$ cat src/rtl/lc3_run_ctrl.sv
// lc3_run_ctrl: run/step/stop controller gating the LC3 datapath clock enable.
// Optional trace outputs (instr_count, last_pc) are built when LC3_RUNCTRL_TRACE_EN is defined.
module lc3_run_ctrl #(
  parameter int          WORD_W     = 16,
  parameter logic [15:0] HALT_WORD  = 16'hFFFF,
  parameter int          CYC_W      = 32,
  parameter int unsigned MAX_CYCLES = 32'd0,
  parameter int          NUM_BP     = 2,
  localparam int         BP_IDX_W   = (NUM_BP > 1) ? $clog2(NUM_BP) : 1
) (
  input  logic                     clk,
  input  logic                     rst,
  input  logic                     start,
  input  logic                     step,
  input  logic                     stop,
  input  logic [WORD_W-1:0]        ir_in,
  input  logic [WORD_W-1:0]        pc_in,
  input  logic                     instr_done,
  input  logic [NUM_BP*WORD_W-1:0] bp_addr,
  input  logic [NUM_BP-1:0]        bp_valid,
  output logic                     cpu_en,
  output logic                     running,
  output logic                     halted,
  output logic                     timeout,
  output logic                     bp_hit,
  output logic [BP_IDX_W-1:0]      bp_idx,
  output logic [CYC_W-1:0]         cycle_count
`ifdef LC3_RUNCTRL_TRACE_EN
  ,
  output logic [CYC_W-1:0]         instr_count,
  output logic [WORD_W-1:0]        last_pc
`endif
);

  typedef enum logic [2:0] {
    S_IDLE   = 3'd0,
    S_RUN    = 3'd1,
    S_STEP   = 3'd2,
    S_PAUSED = 3'd3,
    S_HALT   = 3'd4,
    S_TOUT   = 3'd5
  } state_e;

  localparam logic [CYC_W-1:0] TOUT_AT = CYC_W'(MAX_CYCLES - 32'd1);

  state_e                state_q, state_d;
  logic                  halted_q, halted_d;
  logic                  timeout_q, timeout_d;
  logic                  bp_hit_q, bp_hit_d;
  logic [BP_IDX_W-1:0]   bp_idx_q, bp_idx_d;
  logic [CYC_W-1:0]      cycle_count_q, cycle_count_d;
  logic                  bp_mask_q, bp_mask_d;

  logic                  cpu_en_s;
  logic [NUM_BP-1:0]     bp_vec_s;
  logic                  bp_any_s;
  logic [BP_IDX_W-1:0]   bp_first_s;
  logic                  tout_s;

  assign cpu_en_s = (state_q == S_RUN) || (state_q == S_STEP);
  assign tout_s   = (MAX_CYCLES != 32'd0) && (cycle_count_q == TOUT_AT);

  // Descending scan so the lowest matching slot is the one left in bp_first_s.
  always_comb begin
    bp_vec_s   = '0;
    bp_first_s = '0;
    for (int i = NUM_BP - 1; i >= 0; i--) begin
      bp_vec_s[i] = bp_valid[i] && (pc_in == bp_addr[i*WORD_W +: WORD_W]);
      bp_first_s  = bp_vec_s[i] ? BP_IDX_W'(i) : bp_first_s;
    end
    bp_any_s = |bp_vec_s;
  end

  always_comb begin
    state_d       = state_q;
    halted_d      = halted_q;
    timeout_d     = timeout_q;
    bp_hit_d      = bp_hit_q;
    bp_idx_d      = bp_idx_q;
    cycle_count_d = cycle_count_q;
    bp_mask_d     = bp_mask_q;
    case (state_q)
      S_IDLE, S_PAUSED: begin
        if (start || step) begin
          state_d   = start ? S_RUN : S_STEP;
          // Leaving a breakpoint pause: skip the compare until the current instruction retires.
          bp_mask_d = bp_mask_q | bp_hit_q;
          bp_hit_d  = 1'b0;
          bp_idx_d  = '0;
        end else begin
          state_d = state_q;
        end
      end
      S_RUN, S_STEP: begin
        cycle_count_d = cycle_count_q + CYC_W'(1);
        if (instr_done) begin
          bp_mask_d = 1'b0;
        end else begin
          bp_mask_d = bp_mask_q;
        end
        if (ir_in == HALT_WORD) begin
          state_d  = S_HALT;
          halted_d = 1'b1;
        end else if (tout_s) begin
          state_d   = S_TOUT;
          timeout_d = 1'b1;
        end else if (instr_done && !bp_mask_q && bp_any_s) begin
          state_d  = S_PAUSED;
          bp_hit_d = 1'b1;
          bp_idx_d = bp_first_s;
        end else if ((state_q == S_RUN) ? stop : instr_done) begin
          state_d = S_PAUSED;
        end else begin
          state_d = state_q;
        end
      end
      default: begin
        state_d = state_q;
      end
    endcase
  end

  always_ff @(posedge clk) begin
    if (rst) begin
      state_q       <= S_IDLE;
      halted_q      <= 1'b0;
      timeout_q     <= 1'b0;
      bp_hit_q      <= 1'b0;
      bp_idx_q      <= '0;
      cycle_count_q <= '0;
      bp_mask_q     <= 1'b0;
    end else begin
      state_q       <= state_d;
      halted_q      <= halted_d;
      timeout_q     <= timeout_d;
      bp_hit_q      <= bp_hit_d;
      bp_idx_q      <= bp_idx_d;
      cycle_count_q <= cycle_count_d;
      bp_mask_q     <= bp_mask_d;
    end
  end

  assign cpu_en      = cpu_en_s;
  assign running     = cpu_en_s;
  assign halted      = halted_q;
  assign timeout     = timeout_q;
  assign bp_hit      = bp_hit_q;
  assign bp_idx      = bp_idx_q;
  assign cycle_count = cycle_count_q;

`ifdef LC3_RUNCTRL_TRACE_EN
  logic [CYC_W-1:0]  instr_count_q, instr_count_d;
  logic [WORD_W-1:0] last_pc_q, last_pc_d;

  always_comb begin
    instr_count_d = instr_count_q;
    last_pc_d     = last_pc_q;
    if (cpu_en_s && instr_done) begin
      instr_count_d = instr_count_q + CYC_W'(1);
      last_pc_d     = pc_in;
    end else begin
      instr_count_d = instr_count_q;
      last_pc_d     = last_pc_q;
    end
  end

  always_ff @(posedge clk) begin
    if (rst) begin
      instr_count_q <= '0;
      last_pc_q     <= '0;
    end else begin
      instr_count_q <= instr_count_d;
      last_pc_q     <= last_pc_d;
    end
  end

  assign instr_count = instr_count_q;
  assign last_pc     = last_pc_q;
`endif

endmodule
$ cat config.mk
export PLATFORM = sky130hd
export DESIGN_NAME = lc3_run_ctrl
export DESIGN_NICKNAME = d
export VERILOG_FILES = /design/src/rtl/lc3_run_ctrl.sv
export SDC_FILE = /design/constraint.sdc
export NUM_CORES = 1
export LEC_CHECK = 0
export CORE_MARGIN = 2
export CORE_UTILIZATION = 40
export CTS_CLUSTER_SIZE = 16
export DETAILED_ROUTE_END_ITERATION = 12
export PLACE_DENSITY = 0.78
export SLEW_MARGIN = 20
export SYNTH_ARGS = -nofsm -noshare
export SYNTH_HDL_FRONTEND = slang
export SYNTH_SLANG_ARGS = --single-unit
$ cat constraint.sdc
create_clock -name clk -period 2.4 [get_ports clk]
set_input_delay 0.72 -clock clk [delete_from_list [all_inputs] [get_ports clk]]
set_output_delay 0.72 -clock clk [all_outputs]
set_load 0.03 [all_outputs]
---- Yosys cells after proc, flatten, opt, wreduce, memory -nomap -nowiden ----
Index checks and enable logic that the tools add are counted.
storage, ports and cells
  bits in registers ....................... 39
  word-level logic and storage cells ...... 54
  input port bits ......................... 72
cells by class
  equal/unequal tests ..................... 11
  $add $sub $neg .......................... 1
  bitwise gates (word level) .............. 1
  reductions and logical operators ........ 16
  mux-type cells .......................... 19
operators by type and width
  operator                                              count
  adder 32 x 1 -> 32 bit (second input constant)        1
  equality test 16 bit                                  2
  equality test 16 bit (second input constant)          1
  2-to-1 mux 3 bit                                      4
  2-to-1 mux 1 bit                                      10
  inequality test 2 bit (second input constant)         4
  equality test 3 x 2 -> 1 bit (second input constant)  2
  case mux 1 bit (2 select lines)                       3
  case mux 3 bit (2 select lines)                       1
  AND reduction 3 bit                                   2
  OR reduction 2 bit                                    3
  logical AND 1 bit                                     4
  inequality test 4 bit (second input constant)         1
  AND reduction 4 bit                                   1
  equality test 3 x 1 -> 1 bit (second input constant)  1
  zero test 3 bit                                       1
  logical OR 1 bit                                      2
  2-to-1 mux 2 bit                                      1
  AND reduction 2 bit                                   1
  nonzero test 2 bit                                    1
  zero test 1 bit                                       1
  OR 1 bit                                              1

---- Logic depth before layout (Yosys ltp) ----
  word-level depth ........................ 7
  mapped depth ............................ 7
  depth with buffers taken out ............ 6

---- Worst setup path before layout ----
OpenSTA, ideal clock, no wires.
  path type ............................... reg2reg
  start point ............................. register cycle_count_q[3] (netlist: cycle_count[3])
  end point ............................... register cycle_count_q[27] (netlist: cycle_count[27])
  stages on the path, launching flop included .. 7
  buffers on the path ..................... 0
  clock period less this slack ............ 1.980 ns
  data arrival time ....................... 1.853 ns
  slack ................................... 0.420 ns
  cell sequence ........................... dfxtp_1 and4_2 nand3_1 nor4_4 nand4_1 xor2_1 nor2_1
between the ends
  cells in the longest elaborated chain, start to end .. 1
ends and longest elaborated chain
  item                      RTL line  source
  start: declaration        51        logic [CYC_W-1:0] cycle_count_q, cycle_count_d;
  start signal: assignment  138       cycle_count_q <= cycle_count_d;
  adder 32 x 1 -> 32 bit    95        cycle_count_d = cycle_count_q + CYC_W'(1);
Every way passes these cells.
A chain may end at the register's enable or synchronous reset.

---- Worst setup path after layout ----
  start point ............................. input port ir_in[10]
  end point ............................... register state_q[0]
between the ends
  cells in the longest elaborated chain, start to end .. 3
  elaborated cells on any way between the ends .. 5
  those cells by class .................... 2 x eq/ne; 2 x mux; 1 x reduce/logical
ends and longest elaborated chain
  item                                                                                     RTL line  source
  start: declaration                                                                       16        input logic [WORD_W-1:0] ir_in,
  equality test 16 bit *                                                                   101       if (ir_in == HALT_WORD) begin
  inequality test 4 bit (no line) / 2-to-1 mux 3 bit (equally long branches)               --
  AND reduction 3 bit (no line) / case mux 3 bit (2 select lines) (equally long branches)  --
  end signal: assignment                                                                   133       state_q <= state_d;
  end: declaration                                                                         46        state_e state_q, state_d;
Every way passes the cells marked *; elsewhere a longest branch is shown, timed or not.

==> flow_summary_export.csv <==
group,metric,value,unit
status,status,"finished clean",
logic_synthesis,synth_area,2160,um^2
global_route,grt_max_degree,40,
routing,drt-initial-drc-count,72,
placed_design,pre_cts_slack,-0.179,ns
logic_synthesis,synth_fp_nets,329,
timing,period_needed,2.28,ns
logic_synthesis,async_reset_ff_frac,0,
placed_design,port_buffers,108,
clock_tree,cts_max_path_buffers,2,
routing,via_per_inst,4.99,
clock_tree,cts_buffers,5,
worst_setup_path,crit_top_cell,"o21ai_0",
timing,drv_slew,0,
logic_synthesis,ys_seq_elements,39,
logic_synthesis,synth.avg_cell_area,8.45,um^2
clock_tree,ctsHtreeMaxLevel,2,
worst_setup_path,crit_type,"input pin to flop",
timing,layout_setup_ws,0.124,ns
logic_synthesis,synth_cell_type_count,41,
clock_tree,cts_hold_buf,0,
worst_setup_path,crit_path_cell_trace,"clkdlybuf4s50_1 -> nand4_1 -> or4_1 -> o21ai_0 -> nor2_1 -> o21ai_0 -> o32ai_1",
routing,vias,2229,
logic_synthesis,synth_edf_count,0,
min_path,min_path_type,"flop to flop",
floorplanning,die-area,6010,um^2
clock_tree,clock_latency,0.30,ns
timing,hold_viol_final,0,
min_path,min_delay_worst_endpoint,"halted",
power,total_power,1.91,mW
worst_setup_path,cp_top_family,"simple AND/OR/NAND/NOR gates",
global_route,antenna_found_initial,0,
power,power.static_leakage,1.23,nW
placed_design,dp_hpwl,4730,um
global_route,grt_pass1_vias,2221,
worst_setup_path,crit_slowest_cell,"or4_1",
layout,fin_nets,449,
placed_design,globalplace.congestion,0.830,
min_path,worstHoldStart,"halted",
logic_synthesis,ys_seq_area_frac,0.361,
floorplanning,die_h,77.5,um
global_route,grt_use_total,0.207,
worst_setup_path,rrSetupSlack,0.34,ns
logic_synthesis,synthFlopType,"dfxtp_1",
routing,ant_nets,0,
floorplanning,design.core.area,5170,um^2
timing,fmax,0.439,GHz
worst_setup_path,r2r-end,"cycle_count[29]",
global_route,use_met3,0.0570,
floorplanning,io_pins,110,
worst_setup_path,cp.required,2.57,ns
worst_setup_path,start_kind,"input pin",
floorplanning,rows,26,
timing,finClkSkew,0.00829,ns
clock_tree,clkSinkCount,39,
routing,wl_per_cell,13.2,um
timing,setup_viol,0,
floorplanning,start_util,0.418,
routing,totalWireLength,5910,um
logic_synthesis,synthCells,256,
floorplanning,die_w,77.5,um
global_route,overflow,0,
power,peakVddDrop,0.425,mV
global_route,grt_pass1_wl,10000,um
global_route,use_met2,0.351,
layout,drive_above_1_share,0.0663,
timing,grt_setup_unrepaired,"false",
power,pwr_density_cell,552,nW/um^2
worst_setup_path,worst_ep_arrival_time,2.45,ns
global_route,grt-busiest-layer,"met2",
timing,relSlewSlack,0.574,
timing,worst_pin_slew,0.635,ns
worst_setup_path,crit-reg2reg-launch,"cycle_count[3]",
global_route,use_met1,0.251,
timing,min_period_over_period,0.948,
worst_setup_path,path_depth,7,
job,maxCapViolations,0,
worst_setup_path,r2r.worst_path.cells,6,
routing,drtPass1Iterations,4,
worst_setup_path,worst_path_largest_cell_delay,0.59,ns
min_path,hold_path_depth,2,
worst_setup_path,crit_fanout,3,
worst_setup_path,endpoint_kind,"flop",
logic_synthesis,yosysWarnings,0,
clock_tree,clockRootBuffer,"clkbuf_8",
clock_tree,cts_tree,"built",
layout,areaGrowthSynthToFinish,60.3,%
worst_setup_path,path_buf_inv,1,
clock_tree,clkTransAtPathRegs,0.08,ns
routing,drcViolationCount,0,
layout,diodes,0,
==> flip-flops by register name (all words and copies together), names as in the netlist <==
register / count
state_q: 3
halted: 1
cycle_count: 32
bp_idx: 1
bp_mask_q: 1
bp_hit: 1
==> cell families after synthesis <==
group,share of synthesized area
XOR/XNOR,0.239
flip-flops,0.361
multiplexers,0.00463
buffers and inverters,0.0312
AND/OR/NAND/NOR,0.295
other,0.00173
adder cells (fa/ha/maj),0.00579
AO/OA/AOI/OAI,0.0613
==> cell type report <==
cell class	count	area (um^2)
Tap cell	70	87.6
Inverter	6	22.5
Clock inverter	2	12.5
Multi-Input combinational cell	203	1310
Sequential cell	39	781
Timing Repair Buffer	121	1180
Fill cell	448	1710
Clock buffer	6	72.6
==> cells in the final DEF (no fill, tap or decap), types with 2 or more instances in the layout <==
master	instances
and4_1	3
nand2_1	15
nor3_1	4
dfxtp_1	39
clkdlybuf4s50_1	106
nand3_1	16
xnor2_1	33
o32ai_1	2
nor2_1	37
buf_4	13
nand2b_1	5
xor2_1	26
and2_1	3
and3_1	4
or3_1	2
clkbuf_8	5
nor4_1	2
o21ai_0	4
a21oi_1	9
nand4_1	19
dlygate4sd2_1	2
inv_1	5
==> worst max path at each step <==
| stage | start | end |
|---|---|---|
| 5_1_grt | pc_in[7] | state_q[1] |
| 6_report | ir_in[10] | state_q[0] |
| 3_3_place_gp | ir_in[8] | state_q[0] |
| 4_1_cts | ir_in[10] | state_q[0] |
| 3_5_place_dp | ir_in[10] | state_q[0] |
| 2_1_floorplan | cycle_count[3] | cycle_count[27] |
==> synth_stat cells, types with 2 or more instances <==
cell | number | area share
a21oi_1 | 9 | 0.021
buf_4 | 2 | 0.0069
o21ai_0 | 4 | 0.0093
nor3_1 | 4 | 0.0093
inv_1 | 5 | 0.0087
and2_1 | 3 | 0.0087
o32ai_1 | 2 | 0.0081
nor2_1 | 37 | 0.064
or3_1 | 2 | 0.0058
xor2_1 | 26 | 0.11
nand3_1 | 16 | 0.037
nand4_1 | 19 | 0.055
nand2b_1 | 5 | 0.014
nand2_1 | 15 | 0.026
clkbuf_1 | 5 | 0.0087
nor4_1 | 2 | 0.0058
and4_1 | 3 | 0.012
dfxtp_1 | 39 | 0.36
xnor2_1 | 33 | 0.13
and3_1 | 4 | 0.012
==> power breakdown <==
group,switching [mW],internal (mW),leakage (nW)
combinational,0.409,0.360,0.874
clock,0.232,0.203,0.0412
sequential,0.0307,0.679,0.315
==> stage by stage <==
step	setup TNS [ns]	cell area, um^2	util	hold slack (ns)	std cells
detailed placement	-0.588	3380	0.654	0.467	439
CTS	0	3470	0.670	0.487	447
global placement	-0.541	3380	0.654	0.458	439
global route	0	3470	0.670	0.525	447
floorplan	0	2160	-	0.477	256
finish	0	3470	0.670	0.482	447
==> layer usage <==
layer / vias up / part of all wire
met3: 13 / 0.049
met1: 1034 / 0.44
met4: 0 / 0.021
met5: - / 0
li1: 1122 / -
met2: 60 / 0.49
==> worst min-delay path, cell delays in order (launching register included) <==
cell and delay, ns:
dfxtp_1 0.34, a21oi_1 0.05, nor2_1 0.07
==> what timing repair did <==
item	4_1_cts	5_1_grt
buffers inserted	0	0
endpoints found under the setup margin	2	0
gates resized for setup	2	0
Note: power is estimated with default switching activity, not from simulation.
